### src/rtl/fpga_cfg_loader.sv
// Serial CRAM configuration loader: serialises bitstream words onto the chain head
// and packs the bits leaving the chain tail into readback words.
module fpga_cfg_loader #(
    parameter int WORD_W     = 32,
    parameter int CHAIN_BITS = 1024,
    parameter int CNT_W      = $clog2(CHAIN_BITS + 1)
) (
    input  logic              clk,
    input  logic              nrst,
    input  logic              start,
    input  logic              word_valid,
    input  logic [WORD_W-1:0] word_data,
    output logic              word_ready,
    output logic              rb_valid,
    output logic [WORD_W-1:0] rb_data,
    input  logic              rb_ready,
    output logic              cfg_en,
    output logic              cfg_sdo,
    input  logic              cfg_sdi,
    output logic              le_en_gate,
    output logic              busy,
    output logic              done
);

    localparam int NB_W = $clog2(WORD_W + 1);

    typedef enum logic [2:0] {IDLE, LOAD, SHIFT, RBOUT, DONE} state_t;

    state_t              state_q, state_d;
    logic [CNT_W-1:0]    bit_cnt_q, bit_cnt_d;
    logic [NB_W-1:0]     nbits_q, nbits_d;
    logic [NB_W-1:0]     sh_cnt_q, sh_cnt_d;
    logic [WORD_W-1:0]   data_q, data_d;
    logic [WORD_W-1:0]   rb_sr_q, rb_sr_d;
    logic [WORD_W-1:0]   rb_data_q, rb_data_d;
    logic                cfg_en_q, cfg_en_d;
    logic                cfg_sdo_q, cfg_sdo_d;
    logic                word_ready_q, word_ready_d;
    logic                rb_valid_q, rb_valid_d;
    logic                busy_q, busy_d;
    logic                done_q, done_d;
    logic                le_en_gate_q, le_en_gate_d;
    int                  remain;

    always_comb begin
        state_d      = state_q;
        bit_cnt_d    = bit_cnt_q;
        nbits_d      = nbits_q;
        sh_cnt_d     = sh_cnt_q;
        data_d       = data_q;
        rb_sr_d      = rb_sr_q;
        rb_data_d    = rb_data_q;
        cfg_en_d     = cfg_en_q;
        cfg_sdo_d    = cfg_sdo_q;
        word_ready_d = word_ready_q;
        rb_valid_d   = rb_valid_q;
        busy_d       = busy_q;
        done_d       = 1'b0;
        le_en_gate_d = le_en_gate_q;
        remain       = CHAIN_BITS - int'(bit_cnt_q);

        case (state_q)
            IDLE: begin
                if (start) begin
                    state_d      = LOAD;
                    bit_cnt_d    = '0;
                    busy_d       = 1'b1;
                    le_en_gate_d = 1'b0;
                    word_ready_d = 1'b1;
                end
            end
            LOAD: begin
                // A short final word only shifts the bits still missing from the chain.
                if (word_valid && word_ready_q) begin
                    data_d       = word_data;
                    nbits_d      = NB_W'((remain < WORD_W) ? remain : WORD_W);
                    sh_cnt_d     = '0;
                    rb_sr_d      = '0;
                    word_ready_d = 1'b0;
                    cfg_en_d     = 1'b1;
                    cfg_sdo_d    = word_data[0];
                    state_d      = SHIFT;
                end
            end
            SHIFT: begin
                data_d    = data_q >> 1;
                cfg_sdo_d = data_q[1];
                rb_sr_d   = rb_sr_q | (WORD_W'(cfg_sdi) << sh_cnt_q);
                bit_cnt_d = bit_cnt_q + CNT_W'(1);
                sh_cnt_d  = sh_cnt_q + NB_W'(1);
                if (sh_cnt_q == nbits_q - NB_W'(1)) begin
                    cfg_en_d   = 1'b0;
                    cfg_sdo_d  = 1'b0;
                    rb_valid_d = 1'b1;
                    rb_data_d  = rb_sr_d;
                    state_d    = RBOUT;
                end
            end
            RBOUT: begin
                if (rb_ready) begin
                    rb_valid_d = 1'b0;
                    if (bit_cnt_q == CNT_W'(CHAIN_BITS)) begin
                        state_d = DONE;
                        done_d  = 1'b1;
                    end else begin
                        state_d      = LOAD;
                        word_ready_d = 1'b1;
                    end
                end
            end
            DONE: begin
                busy_d       = 1'b0;
                le_en_gate_d = 1'b1;
                state_d      = IDLE;
            end
            default: state_d = IDLE;
        endcase
    end

    always_ff @(posedge clk) begin
        if (!nrst) begin
            state_q      <= IDLE;
            bit_cnt_q    <= '0;
            nbits_q      <= '0;
            sh_cnt_q     <= '0;
            data_q       <= '0;
            rb_sr_q      <= '0;
            rb_data_q    <= '0;
            cfg_en_q     <= 1'b0;
            cfg_sdo_q    <= 1'b0;
            word_ready_q <= 1'b0;
            rb_valid_q   <= 1'b0;
            busy_q       <= 1'b0;
            done_q       <= 1'b0;
            le_en_gate_q <= 1'b1;
        end else begin
            state_q      <= state_d;
            bit_cnt_q    <= bit_cnt_d;
            nbits_q      <= nbits_d;
            sh_cnt_q     <= sh_cnt_d;
            data_q       <= data_d;
            rb_sr_q      <= rb_sr_d;
            rb_data_q    <= rb_data_d;
            cfg_en_q     <= cfg_en_d;
            cfg_sdo_q    <= cfg_sdo_d;
            word_ready_q <= word_ready_d;
            rb_valid_q   <= rb_valid_d;
            busy_q       <= busy_d;
            done_q       <= done_d;
            le_en_gate_q <= le_en_gate_d;
        end
    end

    assign word_ready = word_ready_q;
    assign rb_valid   = rb_valid_q;
    assign rb_data    = rb_data_q;
    assign cfg_en     = cfg_en_q;
    assign cfg_sdo    = cfg_sdo_q;
    assign le_en_gate = le_en_gate_q;
    assign busy       = busy_q;
    assign done       = done_q;

endmodule

### config.mk
export PLATFORM = sky130hd
export DESIGN_NAME = fpga_cfg_loader
export DESIGN_NICKNAME = d
export VERILOG_FILES = /design/src/rtl/fpga_cfg_loader.sv
export SDC_FILE = /design/constraint.sdc
export NUM_CORES = 1
export LEC_CHECK = 0
export CORE_MARGIN = 1
export CORE_UTILIZATION = 40
export CTS_CLUSTER_DIAMETER = 40
export DETAILED_ROUTE_END_ITERATION = 7
export HOLD_SLACK_MARGIN = 0.05
export PLACE_DENSITY = 0.67
export SLEW_MARGIN = 20
export SYNTH_ARGS = -nofsm -noshare
export SYNTH_HDL_FRONTEND = slang
export SYNTH_SLANG_ARGS = --single-unit
### constraint.sdc
create_clock -name clk -period 2.7 [get_ports clk]
set_input_delay 0.675 -clock clk [delete_from_list [all_inputs] [get_ports clk]]
set_output_delay 0.675 -clock clk [all_outputs]
set_load 0.02 [all_outputs]
==> impl_results.md, run 1 <==
* Cells after Synth at between 600 and 700
* I/O pins at 77
* Placer Congestion at between 0.8 and 0.9
* Antenna Cells at 0
* Place WS at around 0.27 ns
* Post-synth top area share at 0.4596
* GRT Residual Overflow at 0
* Worst Tran Pin Value at 0.7556 ns
* Buffers added on ports at 76
* Post-synthesis compound-gate area fraction at 0.1784
* Drt wl/cell at 14.63 um
* Hold buffers post-CTS at 0
* GR Util met2 at 0.2877
* Synth cell types at 56
* Mapped Area at 5575 um^2
* Most Crowded Layer GR: met2
* Number of max-cap violations at 0
* Row count at 42
* Critical path class: register to register
* Synth top area cells: dfxtp_1 (46%), nor2_1 (9.8%), mux2i_1 (6.3%)
* Tot Pwr at 4.686 mW
* Critical path required time at just over 3 ns
* Vias per cell at between 5 and 6
* Slowest stage delay, CP at 0.40 ns
* Critical path endpoint category: register
* Most frequent cell after synthesis: nor2_1
* WP data arrival at 2.50 ns
* Setup TNS at 0 ns
* Fin. max-slew vios at 0
* Final core occ at 0.5251
* Met1 Use GR at 0.2670
* Seq cells post-synth at 128
* Post-synth top cells: nor2_1 (146), dfxtp_1 (128), nand2_1 (54), a21oi_1 (45), o21ai_0 (42)
* Kind of cell adding the most delay to the critical path: flip-flops
* Met3 usage at 0.04753
* Post-synth EDFFs at 0
* Die X-Extent at about 120 um
* Clock Tree Buf Depth at 2
* Total GRT Usage at 0.1941
* CTS Buf Count at 17
* CTS tree: yes
* Setup violators final at 0
* Final Hold Violating Endpoints at 0
* Post-Synth Simple-Gate Area at 0.2258
* Final WS setup at 0.5337 ns
* Yosys top cell by area: dfxtp_1
* Chip Height at 120.1 um
* CTS Sinks at 128
* Syn Nets at around 700
* Pre-Repair DR Iteration Count at 5
* Reg clk slew, reported paths at 0.05 ns
* Final Skew at just under 0.005 ns
* WL final at 13.33 mm
* Layout area overhead at 26.21%
* Starting Density at 0.4161
* Vias at 4921
* Vias in the first global route at 4646
* CP Max Fanout at 34
* Synth Area in Adders at 0.008977
* Min-Delay Path Class: register to register
* Crit path launch type: register
* Placeable Area at 13400 um^2
* Minimum clock period at 2.166 ns
* RSZ-0062 raised after global routing: false
* Setup bufs post-CTS at 0
* Slew headroom at 0.4957
* DRC Markers at 0
* Initial antenna violation count at 0
* Detailed Route Iter0 Violations at between 400 and 500
* Post-CTS resize count at 0
* Syn_area_per_cell at approximately 8.4 um^2
* Mux share of post-synthesis cell area at 0.06284
* Sequential area share after synthesis at 0.4596
* Hpwl dp at 9.026 mm
* Ys Warns at 0
* F_max at ~460 MHz
* Critical-path cell list: inv_1 > ha_1 > xnor2_1 > a211oi_1 > nand4_2 > nor3_4 > buf_12 > mux2i_1
* First-pass GRT wire length at between 20 and 25 mm
* Routed Antenna Nets at 0
* Xor and xnor area share after synthesis at 0.01885
* Largest family of logic cells by synthesized area: simple AND/OR/NAND/NOR gates
* Worst vdd ir at 0.3902 mV
* CP max stage cell: dfxtp_1
* Htree depth at 4
* CP Buf/Inv Count at 2
* Latest clock arrival within the worst-skew pair at 0.41 ns
* Synth Flop Type: dfxtp_1
* Leak at 2.440 nW
* Share of layout cells above drive strength 1 at 0.07755
* Final worst path period share at 0.8023
* P per Cell Area at 666.0 nW/um^2
* Die Area at 14410 um^2
* Outcome: completed
* Clock Root Buffer: clkbuf_16
* Largest net degree at the start of global routing at 57
* Final nets at 765
* Async set-reset flop share out of synthesis at 0
[worst paths after layout]
path | start | end | slack (ns) | cells after the start
setup / recovery | nbits_q[0] | rb_data[15] | 0.53 | 8
hold / removal | rb_data[3] | rb_data[3] | 0.46 | 2
setup reg to reg | nbits_q[0] | rb_data[15] | 0.53 | 8
hold reg to reg | rb_data[3] | rb_data[3] | 0.46 | 2
[cell usage in the layout, fill, tap and decap left out, types with 3 or more instances in the layout]
master             n
a211oi_1           6
a21oi_1           44
a22oi_1            5
a31oi_1            3
and2_1             3
and3_1             5
buf_4             12
clkbuf_1           5
clkbuf_16         17
clkbuf_8           4
clkdlybuf4s50_1   75
dfxtp_1          128
ha_1               4
inv_1              7
mux2i_1           35
nand2_1           54
nand2b_1           4
nand3_1           16
nand3b_1           5
nand4_1            3
nor2_1           146
nor2b_1            6
nor3_1             7
o21a_1             3
o21ai_0           42
o221ai_1          30
o41ai_1            4
or3_1              4
xnor2_1            5
xor2_1             7
[worst min-delay path, cell delays in order, from the launching register on]
cell and delay [ns]:
dfxtp_1 0.31, nand2_1 0.05, mux2i_1 0.05
[flip-flops by register name, summed over array words and instances, names as in the netlist]
register    flops
done            1
busy            1
data_q         31
cfg_sdo         1
bit_cnt_q      11
sh_cnt_q        6
nbits_q         6
word_ready      1
rb_valid        1
rb_sr_q        32
le_en_gate      1
rb_data        32
state_q         3
cfg_en          1
[where the power goes]
group | total [mW] | internal, mW | switching [mW] | leakage [nW]
Clock | 2.23 | 1.45 | 0.784 | 0.280
Sequential | 2.03 | 1.97 | 0.0604 | 1.03
Combinational | 0.428 | 0.185 | 0.243 | 1.13
Total | 4.69 | 3.60 | 1.09 | 2.44
[routing by layer]
layer | vias to the layer above | share of wire
li1 | 2453 | -
met1 | 2292 | 0.48
met2 | 158 | 0.45
met3 | 18 | 0.056
met4 | 0 | 0.016
met5 | - | 0
[metrics by stage]
stage               instance area (um^2)  hold slack, ns  std cells
floorplan                           5575          0.4316        664
global placement                    6460          0.4350        880
detailed placement                  6460          0.4489        880
CTS                                 7037          0.4625        911
global route                        7037          0.4782        911
finish                              7037          0.4564        911
[final cells by class]
class                   instances  area [um^2]
fillers                      1274         6364
well taps                     176        220.2
repair buffers                 90        885.9
flip-flops and latches        128         2562
clock buffers                  26        499.2
inverters                       7        26.28
multi-input cells             479         2765
clock inverters                 5        77.57
[cells by family after synthesis]
kind of cell | Yosys count
mux | 35
xor+xnor | 12
flops | 128
compound gates | 152
fa+ha+maj | 4
simple gates | 276
buf+inv | 57
Power figures use the tool's default switching activity.
==> inputs of run 2 (changes only) <==
--- a/config.mk
+++ b/config.mk
@@ -10,7 +10,7 @@
 export CTS_CLUSTER_DIAMETER = 40
 export DETAILED_ROUTE_END_ITERATION = 7
 export HOLD_SLACK_MARGIN = 0.05
-export PLACE_DENSITY = 0.67
+export PLACE_DENSITY = 0.7
 export SLEW_MARGIN = 20
 export SYNTH_ARGS = -nofsm -noshare
 export SYNTH_HDL_FRONTEND = slang
==> constraint.sdc (replaced) <==
create_clock -name clk -period 1.8 [get_ports clk]
set_input_delay 0.45 -clock clk [delete_from_list [all_inputs] [get_ports clk]]
set_output_delay 0.45 -clock clk [all_outputs]
set_load 0.02 [all_outputs]
==> run 2 against run 1 <==
- the flow now finishes with violations (setup timing)
- core utilization grew 4.2 points
- sequential share of layout area shrank 2.7 points
- setup slack worse by 0.82 ns
- sequential power rose by 48%
- global-route usage up 2.2 points
- largest power group unchanged
==> impl_results.md, run 2 (same netlist as run 1, synthesis figures left out) <==
* Final Hold Violating Endpoints at 0
* F_max at 478.6 MHz
* Clock Root Buffer: clkbuf_16
* CTS Buf Count at 17
* Placeable Area at 13400 um^2
* P per Cell Area at 962.0 nW/um^2
* Row count at between 40 and 50
* Slew headroom at 0.6315
* Total GRT Usage at 0.2165
* FILL cells at 1210
* Buffers added on ports at 76
* DRC Markers at 0
* CTS tree: yes
* Layout area overhead at 36.42%
* Pre-Repair DR Iteration Count at 5
* Detailed Route Iter0 Violations at approximately 380
* Starting Density at 0.4161
* Final worst path period share at 1.161
* CP Max Fanout at 5
* First-pass GRT wire length at 24.41 mm
* Final WS setup at -0.2893 ns
* Most frequent cells in the layout: nor2_1 (145), dfxtp_1 (124), buf_4 (56)
* Clock Tree Buf Depth at 2
* Final Skew at about 0.0081 ns
* Number of max-cap violations at 0
* WHS Path Cells at 2
* Crit path launch type: register
* Largest net degree at the start of global routing at 112
* CTS Sinks at 128
* Routed Antenna Nets at 0
* Latest clock arrival within the worst-skew pair at 0.43 ns
* Hpwl dp at between 9 and 10 mm
* Share of layout cells above drive strength 1 at 0.1688
* Outcome: finished with violations
* Minimum clock period at 2.089 ns
* Htree depth at 4
* WP data arrival at roughly 2.4 ns
* Tot Pwr at approximately 7.3 mW
* Vias per cell at 5.401
* Die Area at 14410 um^2
* Worst vdd ir at about 0.65 mV
* Reg clk slew, reported paths at 0.06 ns
* Vias in the first global route at 5000
* Setup violators final at 35
* Fin. max-slew vios at 0
* Met3 usage at 0.06179
* Critical path required time at 2.12 ns
* Vias at 5207
* GR Util met2 at 0.3362
* Initial antenna violation count at 0
* Leak at 2.961 nW
* Min-Delay Path Class: register to register
* Chip Height at 120.1 um
* Critical path endpoint category: register
* Setup TNS at -6.527 ns
* Cell count of the worst reg-to-reg path at 7
* Antenna Cells at 0
* Met1 Use GR at 0.2841
* WL final at 14.90 mm
* RSZ-0062 raised after global routing: true
* Placer Congestion at 0.8530
* Most Crowded Layer GR: met2
* Die X-Extent at around 120 um
* Drt wl/cell at 15.46 um
* Critical path class: register to register
* Worst Tran Pin Value at 0.5521 ns
* Most common cell after layout, fill and taps aside: nor2_1
* Hold buffers post-CTS at 0
* Final nets at 817
* I/O pins at 77
* GRT Residual Overflow at 0
* Violated checks: setup timing
[run 2: cell count changes in the layout (fill, tap and decap cells not counted), moves of 3 or more]
| cell | delta |
|---|---|
| a211oi_2 | +3 |
| buf_12 | +5 |
| dfxtp_1 | -4 |
| dlygate4sd2_1 | +38 |
| a211oi_1 | -3 |
| dfxtp_2 | +4 |
| clkdlybuf4s50_1 | -39 |
| buf_4 | +44 |
| clkbuf_1 | -3 |
[run 2: worst max-delay path: stages, from the launching register on]
cell and delay, ns:
dfxtp_2 0.32, or3_4 0.42, or4_4 0.51, nand4_4 0.13
nor3_4 0.06, buf_12 0.15, buf_4 0.13, o221a_4 0.26
[run 2: power breakdown]
| part | leakage, nW | internal (mW) | switching (mW) |
|---|---|---|---|
| Sequential | 1.04 | 2.95 | 0.0659 |
| Combinational | 1.63 | 0.338 | 0.422 |
| Clock | 0.296 | 2.28 | 1.27 |
| Total | 2.96 | 5.56 | 1.75 |
[run 2: timing repair]
action,CTS,global route
gates cloned,2,0
resized for setup,49,17
setup buffers,3,2
pin swaps,2,8
setup endpoints to repair,75,45
[run 2: per-layer routing]
metal  share of wire  routed length (um)
met1            0.47                6961
met2            0.46                6805
met3           0.061                 906
met4           0.015                 228
met5               0                   0
[run 2: cell type report]
type / instances / area, um^2 / area share
clock buffers: 22 / 474.2 / 0.06235
repair buffers: 142 / 1321 / 0.1737
well taps: 176 / 220.2 / 0.02895
clock inverters: 10 / 133.9 / 0.01760
inverters: 7 / 26.28 / 0.003455
flip-flops and latches: 128 / 2567 / 0.3376
multi-input cells: 479 / 2863 / 0.3764
[run 2: final timing paths]
kind	endpoint	slack, ns	start
worst min-delay path	rb_data[28]	0.45	rb_data[28]
worst max-delay path	rb_valid	-0.29	nbits_q[1]
worst min register to register	rb_data[28]	0.45	rb_data[28]
worst max register to register	rb_valid	-0.29	nbits_q[1]
[run 2: stage by stage]
stage / hold slack, ns / utilization / cells / setup slack (ns) / instance area [um^2]
floorplan: 0.4316 / - / 664 / -0.1875 / 5578
global placement: 0.4329 / 0.5114 / 927 / -0.1941 / 6853
detailed placement: 0.4492 / 0.5114 / 927 / -0.2686 / 6853
CTS: 0.4567 / 0.5631 / 964 / -0.1634 / 7546
global route: 0.4757 / 0.5676 / 964 / -0.3204 / 7606
finish: 0.4533 / 0.5676 / 964 / -0.2893 / 7606
==> inputs of run 3 (changes only) <==
--- a/config.mk
+++ b/config.mk
@@ -6,11 +6,11 @@
 export NUM_CORES = 1
 export LEC_CHECK = 0
 export CORE_MARGIN = 1
-export CORE_UTILIZATION = 40
+export CORE_UTILIZATION = 49
 export CTS_CLUSTER_DIAMETER = 40
 export DETAILED_ROUTE_END_ITERATION = 7
 export HOLD_SLACK_MARGIN = 0.05
-export PLACE_DENSITY = 0.7
+export PLACE_DENSITY = 0.81
 export SLEW_MARGIN = 20
 export SYNTH_ARGS = -nofsm -noshare
 export SYNTH_HDL_FRONTEND = slang
==> run 3 against run 2 <==
- combinational power up 5.8%
- first-iteration DRC count up 67%
- critical path type unchanged
- register-to-register slack better by 0.03 ns
- the flow still finishes with violations (setup timing)
- cell area is 1.2% higher
- via count up 8.6%
- critical path depth unchanged
- clock-buffer cell count shrank 4
- clock power grew 4%
- sequential share of layout area is 0.40 points lower
==> impl_results.md, run 3 (same netlist as run 1, synthesis figures left out) <==
* Chip Height at 108.7 um
* Placeable Area at 10980 um^2
* GRT Residual Overflow at 0
* Clock Power Share at 0.490
* Vias at 5654
* Gate power share at 0.107
* Vias per cell at 6.041
* Row count at 38
* Worst Tran Pin Value at 0.5263 ns
* CTS tree: yes
* Largest net degree at the start of global routing at 55
* Initial antenna violation count at 0
* Int Power at 5.640 mW
* Worst vdd ir at around 0.53 mV
* Leak at 3.075 nW
* Final Hold Violating Endpoints at 0
* Htree depth at 4
* Most frequent cells in the layout: nor2_1 (145), dfxtp_1 (125), buf_4 (63)
* Detailed Route Iter0 Violations at 627
* Share of layout cells above drive strength 1 at 0.1759
* RSZ-0062 raised after global routing: true
* Placer Congestion at 0.8791
* Critical path class: register to register
* WP data arrival at 2.36 ns
* Final Skew at between 0.01 and 0.015 ns
* Slew headroom at 0.6487
* F_max at 486.4 MHz
* Die Area at 11810 um^2
* Drt wl/cell at 17.87 um
* Clock Root Buffer: clkbuf_16
* Hpwl dp at 9.827 mm
* Routed Antenna Nets at 0
* DRC Markers at 0
* CTS Sinks at approximately 130
* Die X-Extent at 108.7 um
* Critical path required time at 2.10 ns
* CP Max Fanout at 7
* Setup TNS at -4.731 ns
* Outcome: finished with violations
* P per Cell Area at 976.4 nW/um^2
* Final worst path period share at 1.142
* Fin. max-slew vios at 0
* Clock Tree Buf Depth at 2
* Pre-Repair DR Iteration Count at 6
* Number of max-cap violations at 0
* CTS Buf Count at 17
* Setup violators final at 34
* Switching Fraction at 0.2492
* Crit path launch type: register
* Violated checks: setup timing
* Latest clock arrival within the worst-skew pair at 0.42 ns
* Layout area overhead at 37.99%
* Vias in the first global route at between 5000 and 6000
* Slowest stage delay, CP at 0.51 ns
* FILL cells at 785
* Flop pwr share at 0.402
* Total GRT Usage at 0.2891
* Antenna Cells at 0
* Place WS at -0.2977 ns
* Hold buffers post-CTS at 0
* WL final at 16.73 mm
* Min-Delay Path Class: register to register
* I/O pins at 77
* Starting Density at 0.5076
* Critical-path cell list: or3_4 > or4_4 > nand4_4 > nor3_4 > buf_4 > buf_8 > o221a_4
* CP max stage cell: or4_4
* Minimum clock period at 2.056 ns
* Sw power at 1.872 mW
* Final WS setup at -0.2560 ns
* Buffers added on ports at 76
* Critical path endpoint category: register
* First-pass GRT wire length at ~27 mm
* Most common cell after layout, fill and taps aside: nor2_1
* Reg clk slew, reported paths at 0.06 ns
* Final nets at slightly above 800
## run 3: critical path, delay by kind of cell (launching register included)
kind / cells / cell delay (ns)
buffers and inverters: 2 / 0.28
AO/OA/AOI/OAI: 1 / 0.26
AND/OR/NAND/NOR: 4 / 1.09
flip-flops: 1 / 0.32
## run 3: path summary, 6_finish.rpt
| path | start | end | slack (ns) | cells after the start |
|---|---|---|---|---|
| max reg2reg | nbits_q[1] | rb_valid | -0.26 | 7 |
| min | rb_data[10] | rb_data[10] | 0.46 | 2 |
| max | nbits_q[1] | rb_valid | -0.26 | 7 |
| min reg2reg | rb_data[10] | rb_data[10] | 0.46 | 2 |
## run 3: metrics by stage
step	instances	area, um^2	utilization	power (mW)	hold WS, ns
floorplan	664	5578	-	3.498	0.4316
detailed placement	892	6838	0.6226	3.840	0.4480
global route	936	7694	0.7005	7.739	0.4784
CTS	932	7587	0.6908	7.480	0.4560
finish	936	7694	0.7005	7.512	0.4581
global placement	892	6838	0.6226	3.801	0.4352
## run 3: power by group through the flow
stage                     clock network [mW]  registers, mW  logic, mW
after floorplan                            0           3.08      0.419
after global placement                     0           3.07      0.735
after detailed placement                   0           3.08      0.764
after CTS                               3.69           3.02      0.773
after global routing                    3.83           3.03      0.877
final                                   3.68           3.02      0.804
## run 3: layout make-up
cell class	count	area [um^2]	area share
clock buffers	18	429.2	0.05578
clock inverters	14	203.9	0.02651
inverters	7	26.28	0.003415
multi-input cells	479	2884	0.3749
flip-flops and latches	128	2566	0.3335
well taps	140	175.2	0.02277
repair buffers	150	1409	0.1831
## run 3: metal layers
layer	track usage	wire, um	up-vias
li1	-	-	2576
met5	0	0	-
met2	0.4661	7998	313
met1	0.3687	6980	2724
met3	0.07233	1313	41
met4	0.1187	434	0
## run 3: repair_timing
item,4_1_cts,5_1_grt
gates resized for setup,48,23
pin swaps,7,5
gates cloned,2,0
setup buffers,7,6
setup endpoints to repair,69,54
==> edit 1, RTL diff (flow settings as in run 2) <==
Reset style: asynchronous (`nrst`), changed in one clocked block.
--- a/src/rtl/fpga_cfg_loader.sv
+++ b/src/rtl/fpga_cfg_loader.sv
@@ -117,7 +117,7 @@
         endcase
     end
 
-    always_ff @(posedge clk) begin
+    always_ff @(posedge clk or negedge nrst) begin
         if (!nrst) begin
             state_q      <= IDLE;
             bit_cnt_q    <= '0;
Function: differs if nrst is asserted again (counterexample within 4 cycles, from zero or initial values and one cycle with nrst low); with nrst held inactive, the same outputs for 10 cycles.
==> edit 1 against run 2 <==
- the flow still finishes with violations (negative setup slack)
- sequential cell count unchanged
- final cell count down 2.4%
- hold slack better by 0.029 ns
- setup slack worse by 0.089 ns
- final area up 10%
- area after synthesis up 5.6%
- routed wire length up 3.6%
- global-route usage down 0.16 points
- largest cell class is now registers
- highest routed layer unchanged
Power is not compared: it rests on default switching activity, and its combinational part moved more than twofold at a synthesized area within 25%.
==> edit 1: results (changes against run 2) <==
* H-tree levels at 4 (unchanged)
* Hold WC Path Type: flip-flop to flip-flop
* Share of cells above drive strength 1 at 0.218 (+0.0494)
* Status: finished with violations
* First-pass DRT Iterations at 6 (+1)
* Layout Nets at 790 (-3.3%)
* Synth cell types at 51 (-8.9%)
* Post-synth top cells: dfrtp_1, nor2_1, nand2_1
* RR Startpoint: nbits_q[1]$_DFFE_PN0P_
* Vias in the first global route at 5206 (+4.1%)
* Final wirelength at 15400 um (+3.6%)
* Setup TNS at -13.00 ns (-6.48 ns)
* Final setup skew at 0.00684 ns (-0.00124 ns)
* First-pass GRT wire length at 25000 um (+2.6%)
* Pin count of the biggest net entering global routing at 41 (-63%)
* Synth area leaders: dfrtp_1, nor2_1, mux2i_1
* Violated checks: negative setup slack
* Via density at 5.42 (+0.34%)
* Max FO, Critical Path at 6 (+1)
* Relative slew slack at 0.553 (-0.0786)
* Post-Syn Nets at 640 (-9.3%)
* R2R cell count at 9 (+2)
* GP Congestion at 0.870 (+1.9%)
* Crit path from: nbits_q[1]$_DFFE_PN0P_
* Arr. time, crit path at 2.48 ns (+0.07 ns)
* Worst setup endpoint: rb_data[31]$_DFFE_PN0P_
* Leakage at roughly 4.2 nW
* Post-route setup slack at -0.378 ns (-0.0890 ns)
* Total GRT Usage at 0.215 (-0.00164)
* Synth Flop Type: dfrtp_1
* Post-synth ARST share at 1.00 (+1.00)
* Seq/Total Area, Yosys at 0.544 (+0.0845)
* Final setup fails at 45 (+29%)
* Power Clock at around 3.3 mW
* Detailed Route Iter0 Violations at 396 (+5.3%)
* Detailed Place HPWL at 10200 um (+5.2%)
* CTS max path bufs at 2 (unchanged)
==> edit 1: changes by cell type in the layout (fill, tap and decap cells not counted), moves of 17 or more <==
cell,run 2,this run
a22o_1,1,21
dfrtp_1,0,127
nor2_1,145,83
inv_1,5,30
o22ai_1,1,31
o221ai_1,30,0
o21ai_0,42,25
dfxtp_1,124,0
==> edit 1: how the worst min path moves through the flow <==
stage | slack, ns | startpoint | depth (start not counted) | to
global route | 0.51 | rb_sr_q[23]$_DFFE_PN0P_ | 1 | rb_sr_q[23]$_DFFE_PN0P_
global placement | 0.41 | nrst | 1 | data_q[25]$_DFFE_PN0P_
CTS | 0.48 | rb_sr_q[14]$_DFFE_PN0P_ | 2 | rb_sr_q[14]$_DFFE_PN0P_
floorplan | 0.15 | nrst | 0 | bit_cnt_q[0]$_DFFE_PN0P_
finish | 0.48 | rb_sr_q[14]$_DFFE_PN0P_ | 2 | rb_sr_q[14]$_DFFE_PN0P_
detailed placement | 0.42 | nrst | 1 | data_q[27]$_DFFE_PN0P_
==> edit 1: metrics by stage <==
stage	setup slack, ns	cells	instance area [um2]
2_1_floorplan	-0.431	598	5920
3_3_place_gp	-0.340	891	7360
3_5_place_dp	-0.473	891	7360
4_1_cts	-0.363	936	8210
5_1_grt	-0.421	941	8370
6_report	-0.378	941	8370
==> edit 1: cell type report <==
class | count | area [um2]
inverter | 33 | 124
multi-input combinational | 400 | 2640
sequential | 128 | 3200
clock buffer | 26 | 489
tap | 180 | 225
clock inverter | 6 | 80.1
timing repair buffer | 168 | 1610
fill | 1142 | 5730
==> edit 1: kinds of logic (layout without fill, tap and decap cells) <==
logic type                 after synthesis  in the layout  synth area share
and+or+nand+nor                        199            199             0.157
AOI/OAI and AO/OA                      151            151             0.166
DFF                                    128            128             0.544
buffers and inverters                   70            233            0.0465
muxes                                   36             36            0.0633
xor gates and xnor gates                10             10            0.0149
adders and majority gates                4              4           0.00850
==> edit 1: worst max-delay path, stage by stage (launching register included) <==
cell and delay [ns]:
dfrtp_1 0.38, inv_2 0.06, ha_4 0.17, nor2b_4 0.12
or3_4 0.35, a31oi_4 0.21, nand4_4 0.15, buf_12 0.17
buf_12 0.14, mux2_4 0.30
==> edit 1: repair_timing <==
| item | 4_1_cts | 5_1_grt |
|---|---|---|
| hold endpoints to repair | 26 | 0 |
| resized for setup | 79 | 28 |
| pin swaps | 14 | 9 |
| hold buffers | 1 | 0 |
| gates cloned | 3 | 0 |
| buffers inserted | 12 | 8 |
| setup endpoints to repair | 83 | 50 |
==> edit 1: metal layers <==
layer,vias to the layer above,part of all wire,track usage
met5,-,0,0
met4,0,0.022,0.0843
met3,28,0.061,0.0660
met2,164,0.50,0.346
met1,2500,0.42,0.269
li1,2408,-,-
==> edit 2, RTL diff (flow settings as in run 2) <==
Made on the original files. `WORD_W`: 32 -> 16.
--- a/src/rtl/fpga_cfg_loader.sv
+++ b/src/rtl/fpga_cfg_loader.sv
@@ -1,7 +1,7 @@
 // Serial CRAM configuration loader: serialises bitstream words onto the chain head
 // and packs the bits leaving the chain tail into readback words.
 module fpga_cfg_loader #(
-    parameter int WORD_W     = 32,
+    parameter int WORD_W     = 16,
     parameter int CHAIN_BITS = 1024,
     parameter int CNT_W      = $clog2(CHAIN_BITS + 1)
 ) (
Ports: changed (resized rb_data and word_data); port bits go from 77 to 45. No check against the original RTL was run, so the function may have changed too.
==> edit 2 against run 2 <==
- the run still ends with negative setup slack left
- combinational power is 60% lower
- routed wire length shrank 41%
- sequential cell count down 50
- area after synthesis down 38%
- setup slack gained 0.24 ns
- sequential share of layout area hardly changed
- final area decreased by 39%
- power is 52% lower
==> edit 2: results (changes against run 2) <==
* Post-route setup slack at -0.0516 ns (+0.238 ns)
* GP Congestion at 0.831 (-2.6%)
* Port bufs at 44 (-42%)
* FFs & Latches at 78 (-39%)
* Status: finished with violations
* Setup TNS at -0.146 ns (+6.38 ns)
* Hold path cells at 1 (-1)
* Violated checks: negative setup slack
* CP max-delay cell: dfxtp_2
* Synth cell types at 53 (-5.4%)
* R2R setup slack at -0.05 ns (+0.24 ns)
* Synth area leaders: dfxtp_1, a21oi_1, nor2_1
* Worst-Skew Late Latency at 0.35 ns (-0.08 ns)
* Seq/Total Area, Yosys at 0.452 (-0.00792)
* Leakage at 1.81 nW (-39%)
* Root buffer cell: clkbuf_8
* Wirelength per Cell at 15.3 um (-0.78%)
* Layout Utilization at 0.559 (-0.00873)
* Hold endpoint: le_en_gate$_SDFFE_PN1P_
* Clock-cell share of area at 0.0459 (-0.0341)
* First-pass GRT wire length at 14900 um (-39%)
* Final setup skew at 0.0122 ns (+0.00411 ns)
* Synthesized area per cell at 8.64 um2 (+2.9%)
* Share of cells above drive strength 1 at 0.197 (+0.0283)
* Final setup fails at 9 (-74%)
* Vias in the first global route at 3094 (-38%)
* CP delay by family, top: compound AO/OA/AOI/OAI gates
* Max FO, Critical Path at 8 (+3)
* R2R Path End: rb_data[8]$_SDFFE_PN0P_
* CP peak stage delay at 0.34 ns (-0.17 ns)
* Clock transition at the registers of the reported paths at 0.09 ns (+0.03 ns)
* DP Area at 4230 um2 (-38%)
[edit 2: cell count changes after synthesis, moves of 5 or more]
cell             run 2  this run
nor2_1             146        57
dfxtp_1            128        78
mux2i_1             35         3
nand2_1             54        22
o21ai_0             42        12
o221ai_1            30         0
clkbuf_1            38        22
a222oi_1             0        14
a311oi_1             1        15
a22oi_1              5        13
a211oi_1             6         1
[edit 2: kinds of logic (layout without fill, tap and decap cells)]
logic type,Yosys count,count (layout),synth area share
simple gates,139,139,0.194
flops,78,78,0.452
buf+inv,42,114,0.0536
fa+ha+maj,4,4,0.0145
mux,5,5,0.0152
compound gates,124,124,0.251
xor+xnor,8,8,0.0203
[edit 2: repair_timing]
item                       CTS  global route
resized for setup           21            14
hold endpoints to repair     0             0
setup endpoints to repair   22            34
cloned                       1             1
pin swaps                    7             3
setup buffers                3             2
[edit 2: report_power, final]
group,switching [mW],internal [mW]
clock,0.646,0.779
sequential,0.0162,1.75
combinational,0.165,0.142
